===== src/rtl/fetch_stage_pkg.sv =====
// Shared definitions for the instruction-fetch stage: FSM state encodings,
// default NOP/HALT constants (also used by decode) and small PC/opcode helpers.
package fetch_stage_pkg;

  // Fetch FSM state encodings
  localparam logic [1:0] FS_REQ  = 2'd0;
  localparam logic [1:0] FS_WAIT = 2'd1;
  localparam logic [1:0] FS_HOLD = 2'd2;
  localparam logic [1:0] FS_HALT = 2'd3;

  // Instruction constants shared with decode
  localparam logic [15:0] NOP_INSTR_DEF   = 16'h0800;
  localparam logic [4:0]  HALT_OPCODE_DEF = 5'b00000;

  // Sequential PC increment; 16-bit modulo, carry out discarded
  function automatic logic [15:0] pc_plus2(input logic [15:0] pc);
    return pc + 16'd2;
  endfunction

  // True when the instruction opcode field matches the halt opcode
  function automatic logic is_halt(input logic [15:0] instr, input logic [4:0] op);
    return (instr[15:11] == op);
  endfunction

endpackage


===== src/rtl/fetch_stage_pc_reg.sv =====
// 16-bit program counter register with synchronous active-low reset and
// a load enable; the caller supplies the next value.
module fetch_stage_pc_reg #(
  parameter logic [15:0] RESET_PC = 16'h0000
) (
  input  logic        clk,
  input  logic        rst_n,
  input  logic        en,
  input  logic [15:0] d,
  output logic [15:0] q
);

  // PC storage: reset to RESET_PC, load d when enabled, otherwise hold
  always_ff @(posedge clk) begin
    if (!rst_n) begin
      q <= RESET_PC;
    end else if (en) begin
      q <= d;
    end else begin
      q <= q;
    end
  end

endmodule


===== src/rtl/fetch_stage.sv =====
// Instruction-fetch stage: owns the PC, sequences single 16-bit fetches from a
// multi-cycle instruction memory and fills the IF/ID register.
// Optional feature macro: FETCH_ALIGN_CHK_EN (misaligned-PC detection, sticky err).
module fetch_stage
  import fetch_stage_pkg::*;
#(
  parameter logic [15:0] RESET_PC    = 16'h0000,
  parameter logic [15:0] NOP_INSTR   = NOP_INSTR_DEF,
  parameter logic [4:0]  HALT_OPCODE = HALT_OPCODE_DEF
) (
  input  logic        clk,
  input  logic        rst_n,
  input  logic        redirect,
  input  logic [15:0] redirect_pc,
  input  logic        id_stall,
  output logic        imem_req,
  output logic [15:0] imem_addr,
  input  logic [15:0] imem_rdata,
  input  logic        imem_done,
  output logic        if_id_valid,
  output logic [15:0] if_id_instr,
  output logic [15:0] if_id_pc,
  output logic [15:0] if_id_incr_pc,
  output logic        halted,
  output logic        err
);

  logic [1:0]  state_r;
  logic        squash_r;
  logic [15:0] hold_instr_r;
  logic [15:0] pc_q_s;

  logic [1:0]  state_nxt_s;
  logic        squash_nxt_s;
  logic        pc_en_s;
  logic [15:0] pc_d_s;
  logic        load_s;
  logic [15:0] load_instr_s;
  logic        hold_cap_s;
  logic        req_nxt_s;
  logic        halted_nxt_s;
  logic        err_nxt_s;

  fetch_stage_pc_reg #(.RESET_PC(RESET_PC)) u_pc_reg (
    .clk   (clk),
    .rst_n (rst_n),
    .en    (pc_en_s),
    .d     (pc_d_s),
    .q     (pc_q_s)
  );

  // Next-state decode: redirect first, then per-state fetch sequencing
  always_comb begin
    state_nxt_s  = state_r;
    squash_nxt_s = squash_r;
    pc_en_s      = 1'b0;
    pc_d_s       = pc_q_s;
    load_s       = 1'b0;
    load_instr_s = hold_instr_r;
    hold_cap_s   = 1'b0;
    req_nxt_s    = 1'b0;
    halted_nxt_s = halted;
`ifdef FETCH_ALIGN_CHK_EN
    err_nxt_s    = err;
`else
    err_nxt_s    = 1'b0;
`endif
    if (redirect) begin
      pc_en_s      = 1'b1;
      pc_d_s       = redirect_pc;
      halted_nxt_s = 1'b0;
      if ((state_r == FS_WAIT) && !imem_done) begin
        // response still outstanding: drop it when it arrives
        squash_nxt_s = 1'b1;
        state_nxt_s  = FS_WAIT;
      end else begin
        squash_nxt_s = 1'b0;
        state_nxt_s  = FS_REQ;
      end
    end else begin
      case (state_r)
        FS_REQ: begin
`ifdef FETCH_ALIGN_CHK_EN
          if (pc_q_s[0]) begin
            err_nxt_s    = 1'b1;
            halted_nxt_s = 1'b1;
            state_nxt_s  = FS_HALT;
          end else begin
            req_nxt_s   = 1'b1;
            state_nxt_s = FS_WAIT;
          end
`else
          req_nxt_s   = 1'b1;
          state_nxt_s = FS_WAIT;
`endif
        end
        FS_WAIT: begin
          if (!imem_done) begin
            state_nxt_s = FS_WAIT;
          end else if (squash_r) begin
            squash_nxt_s = 1'b0;
            state_nxt_s  = FS_REQ;
          end else if (!if_id_valid || !id_stall) begin
            load_s       = 1'b1;
            load_instr_s = imem_rdata;
          end else begin
            hold_cap_s  = 1'b1;
            state_nxt_s = FS_HOLD;
          end
        end
        FS_HOLD: begin
          if (!id_stall) begin
            load_s       = 1'b1;
            load_instr_s = hold_instr_r;
          end else begin
            state_nxt_s = FS_HOLD;
          end
        end
        FS_HALT: begin
          state_nxt_s  = FS_HALT;
          halted_nxt_s = 1'b1;
        end
        default: begin
          state_nxt_s = FS_REQ;
        end
      endcase
      // A loaded halt instruction freezes the PC; anything else advances it
      if (load_s) begin
        if (is_halt(load_instr_s, HALT_OPCODE)) begin
          halted_nxt_s = 1'b1;
          state_nxt_s  = FS_HALT;
        end else begin
          pc_en_s     = 1'b1;
          pc_d_s      = pc_plus2(pc_q_s);
          state_nxt_s = FS_REQ;
        end
      end else begin
        pc_d_s = pc_q_s;
      end
    end
  end

  // State, request, hold and IF/ID registers
  always_ff @(posedge clk) begin
    if (!rst_n) begin
      state_r       <= FS_REQ;
      squash_r      <= 1'b0;
      hold_instr_r  <= NOP_INSTR;
      imem_req      <= 1'b0;
      imem_addr     <= 16'h0000;
      if_id_valid   <= 1'b0;
      if_id_instr   <= NOP_INSTR;
      if_id_pc      <= 16'h0000;
      if_id_incr_pc <= 16'h0000;
      halted        <= 1'b0;
      err           <= 1'b0;
    end else begin
      state_r  <= state_nxt_s;
      squash_r <= squash_nxt_s;
      imem_req <= req_nxt_s;
      halted   <= halted_nxt_s;
      err      <= err_nxt_s;
      if (req_nxt_s) begin
        imem_addr <= {pc_q_s[15:1], 1'b0};
      end
      if (hold_cap_s) begin
        hold_instr_r <= imem_rdata;
      end
      if (redirect) begin
        if_id_valid <= 1'b0;
        if_id_instr <= NOP_INSTR;
      end else if (load_s) begin
        if_id_valid   <= 1'b1;
        if_id_instr   <= load_instr_s;
        if_id_pc      <= pc_q_s;
        if_id_incr_pc <= pc_plus2(pc_q_s);
      end else if (!id_stall) begin
        if_id_valid <= 1'b0;
        if_id_instr <= NOP_INSTR;
      end
    end
  end

endmodule


===== config.mk =====
export PLATFORM = sky130hd
export DESIGN_NAME = fetch_stage
export DESIGN_NICKNAME = d
export VERILOG_FILES = /design/src/rtl/fetch_stage_pkg.sv /design/src/rtl/fetch_stage_pc_reg.sv /design/src/rtl/fetch_stage.sv
export SDC_FILE = /design/constraint.sdc
export NUM_CORES = 1
export LEC_CHECK = 0
export CAP_MARGIN = 20
export CORE_UTILIZATION = 45
export CTS_CLUSTER_DIAMETER = 60
export DETAILED_ROUTE_END_ITERATION = 10
export PLACE_DENSITY = 0.72
export SLEW_MARGIN = 20
export SYNTH_ARGS = -nofsm -noshare
export SYNTH_HDL_FRONTEND = slang
export SYNTH_HIERARCHICAL = 1
export SYNTH_SLANG_ARGS = --single-unit

===== constraint.sdc =====
create_clock -name clk -period 2.5 [get_ports clk]
set_input_delay 0.5 -clock clk [delete_from_list [all_inputs] [get_ports clk]]
set_output_delay 0.5 -clock clk [all_outputs]
set_load 0.01 [all_outputs]

# Word-level counts from Yosys, hierarchy flattened
# Index checks and enable logic that the tools add are counted.
word_totals:
  ff_bits: 101
  in_bits: 37
  output_inout_bits: 68
  word_cells: 81
op_classes:
  addsub: 1
  n_eq_ne: 7
  muxes: 45
  n_bitwise: 2
  n_reduce_logical: 15
ops:
  columns: ["cell", "count"]
  rows:
  - ["two-way mux 16 bit", 10]
  - ["two-way mux 1 bit", 26]
  - ["adder 16 x 2 -> 16 bit (second input constant)", 1]
  - ["two-way mux 2 bit", 7]
  - ["one-hot mux 2 bit (4 select lines)", 1]
  - ["!= test 6 x 5 -> 1 bit (second input constant)", 1]
  - ["AND reduction 2 bit", 3]
  - ["nonzero test 2 bit", 3]
  - ["zero test 5 bit", 1]
  - ["== test 2 bit (second input constant)", 2]
  - ["!= test 4 bit (second input constant)", 1]
  - ["zero test 1 bit", 3]
  - ["AND reduction 3 bit", 1]
  - ["== test 2 x 1 -> 1 bit (second input constant)", 1]
  - ["zero test 2 bit", 1]
  - ["!= test 2 x 1 -> 1 bit (second input constant)", 1]
  - ["!= test 2 bit (second input constant)", 1]
  - ["inverter 1 bit", 2]
  - ["one-hot mux 1 bit (2 select lines)", 1]
  - ["OR reduction 2 bit", 1]
  - ["logical AND 1 bit", 1]
  - ["logical OR 1 bit", 1]

# Longest topological paths before layout
# Gate-level depths: netlist of run 1.
depth:
  word_depth: 12
  ltp_mapped: 11
  mapped_depth_nobuf: 9

# Hierarchy
# The synthesis of run 1 kept the hierarchy.
modules_own_cells:
  columns: ["mod", "n_inst", "cells_each", "area_each_um2", "seq_area_each_um2"]
  rows:
  - ["fetch_stage", 1, 517, 4156.5, 1681.6]
  - ["fetch_stage_pc_reg", 1, 51, 615.6, 320.3]

# Worst setup path after synthesis of run 1
# Ideal clock, no wire load.
synth_timing:
  kind: "input -> register"
  start: "input port imem_rdata[12]"
  end: "register u_pc_reg.q[4]"
  setup_time_ns: 0.116
  arrival_ns: 2.177
  required_time_ns: 2.384
  path_slack_ns: 0.207
  path_stages: 8
  path_buffers: 2
  cell_sequence: "or4_4 -> o211ai_4 -> a21oi_2 -> or2_2 -> buf_6 -> buf_12 -> mux2i_1 -> nor2b_1"
synth_via:
  elab_chain_len: 10
  elab_cells_between_ends: 11
  cone_classes: "1 x eq/ne; 8 x mux; 2 x reduce/logical"
synth_rtl:
  columns: ["item", "line_no", "source"]
  rows:
  - ["start, declared", "fetch_stage.sv:18", "input logic [15:0] imem_rdata,"]
  - ["two-way mux 16 bit", "fetch_stage.sv:103", "end else if (!if_id_valid || !id_stall) begin"]
  - ["two-way mux 16 bit", "fetch_stage.sv:100", "end else if (squash_r) begin"]
  - ["two-way mux 16 bit", "fetch_stage.sv:98", "if (!imem_done) begin"]
  - ["two-way mux 16 bit", null, null]
  - ["two-way mux 16 bit", "fetch_stage.sv:68", "if (redirect) begin"]
  - ["zero test 5 bit", "fetch_stage_pkg.sv:22", "return (instr[15:11] == op);"]
  - ["two-way mux 1 bit", "fetch_stage.sv:129", "if (is_halt(load_instr_s, HALT_OPCODE)) begin"]
  - ["two-way mux 1 bit", "fetch_stage.sv:128", "if (load_s) begin"]
  - ["two-way mux 1 bit", "fetch_stage.sv:68", null]
  - ["named net pc_en_s", "fetch_stage.sv:35", "logic pc_en_s;"]
  - ["AND reduction 3 bit (no line)", null, null]
  - ["end signal, assigned", "fetch_stage_pc_reg.sv:20", "q <= q;"]
  - ["end, declared", "fetch_stage_pc_reg.sv:10", "output logic [15:0] q"]
# The timed path passes the listed nets, and every way through them passes these cells. The select of a mux whose other input is x is not followed.
# A chain may end at the register's enable or synchronous reset.

# Worst setup path in the final report of run 1
layout_timing:
  start: "input port imem_rdata[12]"
  end: "register u_pc_reg.q[7]"
layout_via:
  elab_chain_len: 10
  elab_cells_between_ends: 11
  cone_classes: "1 x eq/ne; 8 x mux; 2 x reduce/logical"
layout_rtl:
  columns: ["item", "line_no"]
  rows:
  - ["two-way mux 16 bit *", "fetch_stage.sv:103"]
  - ["two-way mux 16 bit *", "fetch_stage.sv:100"]
  - ["two-way mux 16 bit *", "fetch_stage.sv:98"]
  - ["two-way mux 16 bit *", null]
  - ["two-way mux 16 bit *", "fetch_stage.sv:68"]
  - ["zero test 5 bit *", "fetch_stage_pkg.sv:22"]
  - ["two-way mux 1 bit", "fetch_stage.sv:129"]
  - ["two-way mux 1 bit", "fetch_stage.sv:128"]
  - ["two-way mux 1 bit", "fetch_stage.sv:68"]
  - ["AND reduction 3 bit (no line) *", null]
# Every way passes the cells marked *; elsewhere a longest branch is shown, timed or not. The select of a mux whose other input is x is not followed.

==> metrics.md, run 1 <==
| Metric | Value |
|---|---|
| Status | complete, no violations |
| Power per cell area | just under 500 nW/um2 |
| GRT Residual Overflow | 0 |
| Vias | about 4400 |
| Adder-Cell Fraction of Synth Area | under 10% |
| Synth warn | 6 |
| Int Pwr | around 2.2 mW |
| Setup crit end kind | register |
| Ant diodes | 0 |
| Synth area leaders | dfxtp_1 (42%), nand2_1 (11%), a21oi_1 (7.7%), mux2_2 (3.8%), xnor2_1 (3.5%) |
| Via density | 5.40 |
| LEAKAGE | between 2 and 2.5 nW |
| Clock power frac | 33.2% |
| Clk_lat worst skew | 370 ps |
| Comb pwr share | 12.4% |
| Worst clock skew | about 17 ps |
| Post-Syn Area | approximately 4800 um2 |
| Initial antenna violation count | 0 |
| RSZ-0062 raised after global routing | false |
| PortBufs | about 100 |
| Register area share after synthesis | a little over two fifths |
| Fin Setup TNS | 0 ps |
| Area Overhead vs Synth | 29.8% |
| Post_cts resized | 0 |
| Setup WS pre-CTS | -167 ps |
| Syn_area_per_cell | ~8.4 um2 |
| Placed Cells | 792 |
| Sequential share of power | between 50% and 60% |
| Synth Register Bits | 100 |
| Classification of the worst setup path | in -> reg |
| Slew Limit Fails | 0 |
| Largest family of logic cells by synthesized area | simple AND/OR/NAND/NOR gates |
| Post-CTS Hold Fix Bufs | 0 |
| CTS tree | done |
| Largest buffer count on any clock path | 2 |
| Post-Layout Inst Area | about 6200 um2 |
| H-tree levels | 3 |
| CP Max Fanout | 13 |
| Worst R2R Path Depth | 7 |
| Hold Fails Final Rpt | 0 |
| Clock buffer count from CTS | 9 |
| Compound-Gate Fraction of Synth Area | between 15 and 20% |
| Post-CTS setup buffers | 0 |
| Most frequent cells in the layout | nand2_1 (138), clkdlybuf4s50_1 (102), dfxtp_1 (100), a21oi_1 (73), buf_4 (28) |
| Max cap viols | 0 |
| Most common cell after layout, fill and taps aside | nand2_1 |
| Multiplexer area fraction after synthesis | 7.13% |
| First-pass DRT Iterations | 5 |
| Final setup fails | 0 |
| Crit path DAT | about 2700 ps |
| Final period util | 93.3% |
| Total Power | 3.04 mW |
| Starting DRT DRC Count | 180 |
| Hold depth | 2 |
| Yosys cell types | slightly above 50 |
| Synth area leader | dfxtp_1 |
| Net count, final | a little over 700 |
| Starting Density | between 40% and 50% |
| Min Hold Slack | between 400 and 500 ps |
| Post-DRT Antenna Nets | 0 |
| Residual DRC | 0 |
| Final Util | 60.0% |
| FP Rows | 37 |
| Post-Route WL | approximately 13 mm |
| Worst setup margin | between 150 and 200 ps |
| Syn Inst Count | about 570 |
| Clock sinks | 100 |
| First-pass GRT wire length | 20.8 mm |
| Simple-gate share of the synthesized area | about 22% |
| Gr usage total | 23.5% |
| Sw frac | 27.4% |
| Hpwl dp | between 8 and 9 mm |
| Area post-placement | ~6000 um2 |
| GPL Wtd Cong | between 0.8 and 0.9 |
| Period minus WS final | between 2000 and 2500 ps |
| Setup crit start kind | primary input |
| CTS clk-pin slew, worst paths | around 110 ps |
| Critical path required time | ~2800 ps |
| Final cell count without fillers | approximately 810 |
| Die Ht | 105 um |
| Core area | 10300 um2 |
| P_sw | 0.833 mW |
| Synth Area in XOR/XNOR | 4.96% |
| Die outline width | 105 um |
| Largest net degree at the start of global routing | between 50 and 60 |
| Share of cells above drive strength 1 | approximately an eighth |
| Worst Hold Class | reg -> reg |
| Post-synth top area share | about two fifths |
| Via count of the first global-routing pass | between 4000 and 5000 |
| Avg WL per Cell | around 16 um |
| Peak Freq | 429 MHz |
| Root Buffer | clkbuf_8 |
| Io pins | 105 |
| Worst VDD drop | roughly 0.00034 V |
| Die footprint | between 10000 and 15000 um2 |
worst max-delay path: stages:
cell and delay (ps):
clkdlybuf4s50_1 420, or4_4 570, o211ai_4 200, buf_4 250, a2111oi_2 100, xnor2_1 160, o21ai_0 220, mux2i_1 110
nor2b_1 110
power groups by stage:
stage	Combinational [mW]	Sequential, mW	Clock, mW
after global routing	0.406	1.66	1.09
after floorplan	0.212	1.68	0
after detailed placement	0.373	1.69	0
after CTS	0.375	1.65	1.03
after global placement	0.365	1.69	0
final	0.376	1.66	1.01
kinds of logic after synthesis:
group	after synthesis
other	1
muxes	32
and+or+nand+nor	224
DFF	100
AOI/OAI and AO/OA	125
buffers and inverters	53
adders and majority gates	6
xor gates and xnor gates	27
layer usage:
| metal | GRT usage [%] | vias up | part of all wire, % |
|---|---|---|---|
| met5 | 0 | - | 0 |
| met4 | 12.2 | 0 | 3.4 |
| met3 | 3.06 | 36 | 4.7 |
| met2 | 41.0 | 155 | 50 |
| met1 | 28.2 | 2053 | 42 |
| li1 | - | 2119 | - |
cell usage after synthesis (all sizes together):
master / count
a2111oi: 2
a211oi: 19
a21o: 1
a21oi: 75
a2bb2oi: 1
a31oi: 1
and3: 4
and3b: 1
and4: 3
buf: 28
clkbuf: 20
conb: 1
dfxtp: 100
ha: 6
inv: 5
mux2: 16
mux2i: 16
nand2: 140
nand2b: 1
nand3: 23
nand3b: 2
nand4: 2
nor2: 16
nor2b: 20
nor3: 3
nor4: 2
o211ai: 2
o21ai: 23
o32ai: 1
or2: 1
or3: 2
or4: 4
xnor2: 19
xor2: 8
state kept, by name, summed over array words and instances (netlist names):
name,count
if_id_pc,16
imem_req,1
u_pc_reg/q,16
squash_r,1
if_id_instr,16
if_id_valid,1
state_r,2
halted,1
if_id_incr_pc,15
imem_addr,15
hold_instr_r,16
path summary, 6_finish.rpt:
path / slack (ps) / from / to
max: 170 / imem_rdata[12] / u_pc_reg/q[7]$_SDFFE_PN0P_
min: 460 / hold_instr_r[0]$_SDFFE_PN0P_ / hold_instr_r[0]$_SDFFE_PN0P_
max reg2reg: 210 / hold_instr_r[12]$_SDFFE_PN0P_ / u_pc_reg/q[2]$_SDFFE_PN0P_
min reg2reg: 460 / hold_instr_r[0]$_SDFFE_PN0P_ / hold_instr_r[0]$_SDFFE_PN0P_
area by class of cell:
cell class                      instances  area (um2)
Clock buffer                           10         138
Sequential cell                       100        2000
Fill cell                             907        4130
Inverter                                5        18.8
Tap cell                              136         170
Timing Repair Buffer                  135        1330
Clock inverter                          6        51.3
Multi-Input combinational cell        416        2480
Power figures use the tool's default switching activity.
==> run 2: changes to the inputs <==
CTS_CLUSTER_SIZE = 24   (was not set)
SETUP_SLACK_MARGIN = 0.05   (was not set)
==> results of run 2 <==
The final DEF is identical to that of run 1; final timing and power are the same.
==> run 3: changes to the inputs <==
CORE_MARGIN = 2   (was not set)
PLACE_DENSITY = not set   (was 0.72)
PLACE_DENSITY_LB_ADDON = 0.2   (was not set)
SKIP_LAST_GASP = 1   (was not set)
==> metrics.md, run 3 (synthesized netlist as in run 1, its figures left out) <==
| Metric | Value |
|---|---|
| Largest net degree at the start of global routing | 62 |
| GPL Wtd Cong | about 0.85 |
| Crit path DAT | approximately 2600 ps |
| Worst setup margin | about 250 ps |
| Worst clock skew | around 14 ps |
| Comb pwr share | 12.4% |
| Post_cts resized | 0 |
| Via density | roughly 5.2 |
| Hold wc startpoint | imem_addr[5]$_SDFFE_PN0P_ |
| Period minus WS final | 2250 ps |
| CTS tree | done |
| Most frequent cells in the layout | nand2_1 (138), clkdlybuf4s50_1 (102), dfxtp_1 (100), a21oi_1 (73), buf_4 (31) |
| Starting Density | a little under half |
| Worst Hold Class | reg -> reg |
| Post-Layout Inst Area | between 6000 and 7000 um2 |
| Routing usage on met1 | approximately a quarter |
| Setup WS pre-CTS | -118 ps |
| Gr usage total | between 20% and 30% |
| Most common cell after layout, fill and taps aside | nand2_1 |
| Sequential share of power | between 50% and 60% |
| Hold Fails Final Rpt | 0 |
| Die Ht | 107 um |
| GRT Residual Overflow | 0 |
| Peak Freq | 444 MHz |
| CTS clk-pin slew, worst paths | 100 ps |
| Hold depth | 2 |
| GR peak layer | met2 |
| Total Power | just over 3 mW |
| Vias | roughly 4200 |
| Power per cell area | 488 nW/um2 |
| Met3 Use GR | approximately 3.7% |
| Clock sinks | 100 |
| P_sw | approximately 0.85 mW |
| Clk_lat worst skew | roughly 370 ps |
| Classification of the worst setup path | in -> reg |
| Worst R2R Path Depth | 10 |
| Root Buffer | clkbuf_8 |
| Avg WL per Cell | around 15 um |
| RSZ-0062 raised after global routing | false |
| Worst flop-to-flop path endpoint | u_pc_reg/q[7]$_SDFFE_PN0P_ |
| Final setup fails | 0 |
| Sw frac | between 20% and 30% |
| Setup crit start kind | primary input |
| Net count, final | 713 |
| Share of cells above drive strength 1 | about 13% |
| Hold path endpoint | imem_addr[5]$_SDFFE_PN0P_ |
| Io pins | 105 |
| Min Hold Slack | about 460 ps |
| Via count of the first global-routing pass | around 4000 |
| Post-CTS setup buffers | 0 |
| Reg-to-reg startpoint | state_r[1]$_SDFFE_PN0P_ |
| Clock power frac | between 30% and 40% |
| Largest buffer count on any clock path | 2 |
| H-tree levels | 3 |
| LEAKAGE | 2.12 nW |
| Clock buffer count from CTS | 9 |
| First-pass GRT wire length | 19.6 mm |
| Post-DRT Antenna Nets | 0 |
| Critical path required time | 2800 ps |
| Initial antenna violation count | 0 |
| Die outline width | about 110 um |
| GR met2 Demand/Resource | between 30 and 40% |
| Area Overhead vs Synth | 30.4% |
| Status | complete, no violations |
| CP Max Fanout | 13 |
| Post-Route WL | between 10 and 15 mm |
| Final period util | between 90% and 100% |
| Reg2reg setup slack | around 320 ps |
| Residual DRC | 0 |
| Core area | 10300 um2 |
| Worst VDD drop | around 0.00028 V |
| Starting DRT DRC Count | 163 |
| Die footprint | 11400 um2 |
| First-pass DRT Iterations | 4 |
| Int Pwr | between 2 and 2.5 mW |
| Setup crit end kind | register |
| Hpwl dp | a little under 9 mm |
| Area post-placement | ~6000 um2 |
| Max cap viols | 0 |
| FP Rows | 37 |
| Ant diodes | 0 |
| Post-CTS Hold Fix Bufs | 0 |
| PortBufs | between 100 and 150 |
| Slew Limit Fails | 0 |
## run 3: metal layers
layer | wire [um] | up-vias | share of wire, %
li1 | - | 2121 | -
met1 | 5220 | 1949 | 43
met2 | 6140 | 98 | 51
met3 | 490 | 20 | 4.1
met4 | 242 | 0 | 2.0
met5 | 0 | - | 0
## run 3: power by group through the flow
stage	sequential, mW	combinational (mW)	clock, mW
floorplan	1.68	0.212	0
global route	1.66	0.407	1.11
finish	1.65	0.376	1.01
detailed placement	1.69	0.376	0
CTS	1.65	0.377	1.04
global placement	1.69	0.372	0
## run 3: critical path, cell delays in order
cell             delay [ps]
clkdlybuf4s50_1         420
or4_4                   560
o211ai_4                200
buf_4                   240
a21oi_1                 100
xnor2_1                 130
o21ai_0                 160
mux2i_1                  90
nor2b_1                 140
## run 3: area by class of cell
| class | instances | area (um2) |
|---|---|---|
| clock inverters | 7 | 68.8 |
| repair buffers | 138 | 1350 |
| multi-input cells | 416 | 2480 |
| flip-flops and latches | 100 | 2000 |
| well taps | 136 | 170 |
| inverters | 5 | 18.8 |
| clock buffers | 9 | 124 |
| fillers | 928 | 4100 |
## run 3: worst max-delay path by stage
| stage | startpoint | slack [ps] | endpoint | cells after the start |
|---|---|---|---|---|
| 5_1_grt | state_r[1]$_SDFFE_PN0P_ | 110 | u_pc_reg/q[7]$_SDFFE_PN0P_ | 10 |
| 4_1_cts | imem_rdata[12] | 260 | u_pc_reg/q[3]$_SDFFE_PN0P_ | 9 |
| 3_5_place_dp | imem_rdata[12] | -120 | u_pc_reg/q[3]$_SDFFE_PN0P_ | 9 |
| 2_1_floorplan | imem_rdata[12] | 210 | u_pc_reg/q[4]$_SDFFE_PN0P_ | 8 |
| 3_3_place_gp | imem_rdata[12] | -70 | u_pc_reg/q[7]$_SDFFE_PN0P_ | 9 |
| 6_report | imem_rdata[12] | 250 | u_pc_reg/q[4]$_SDFFE_PN0P_ | 9 |
## run 3: metrics by stage
stage	cells	TNS, ps	util (%)
floorplan	569	0	-
global placement	795	-770	58.4
finish	811	0	60.3
CTS	811	0	60.3
detailed placement	795	-1350	58.4
global route	811	0	60.3
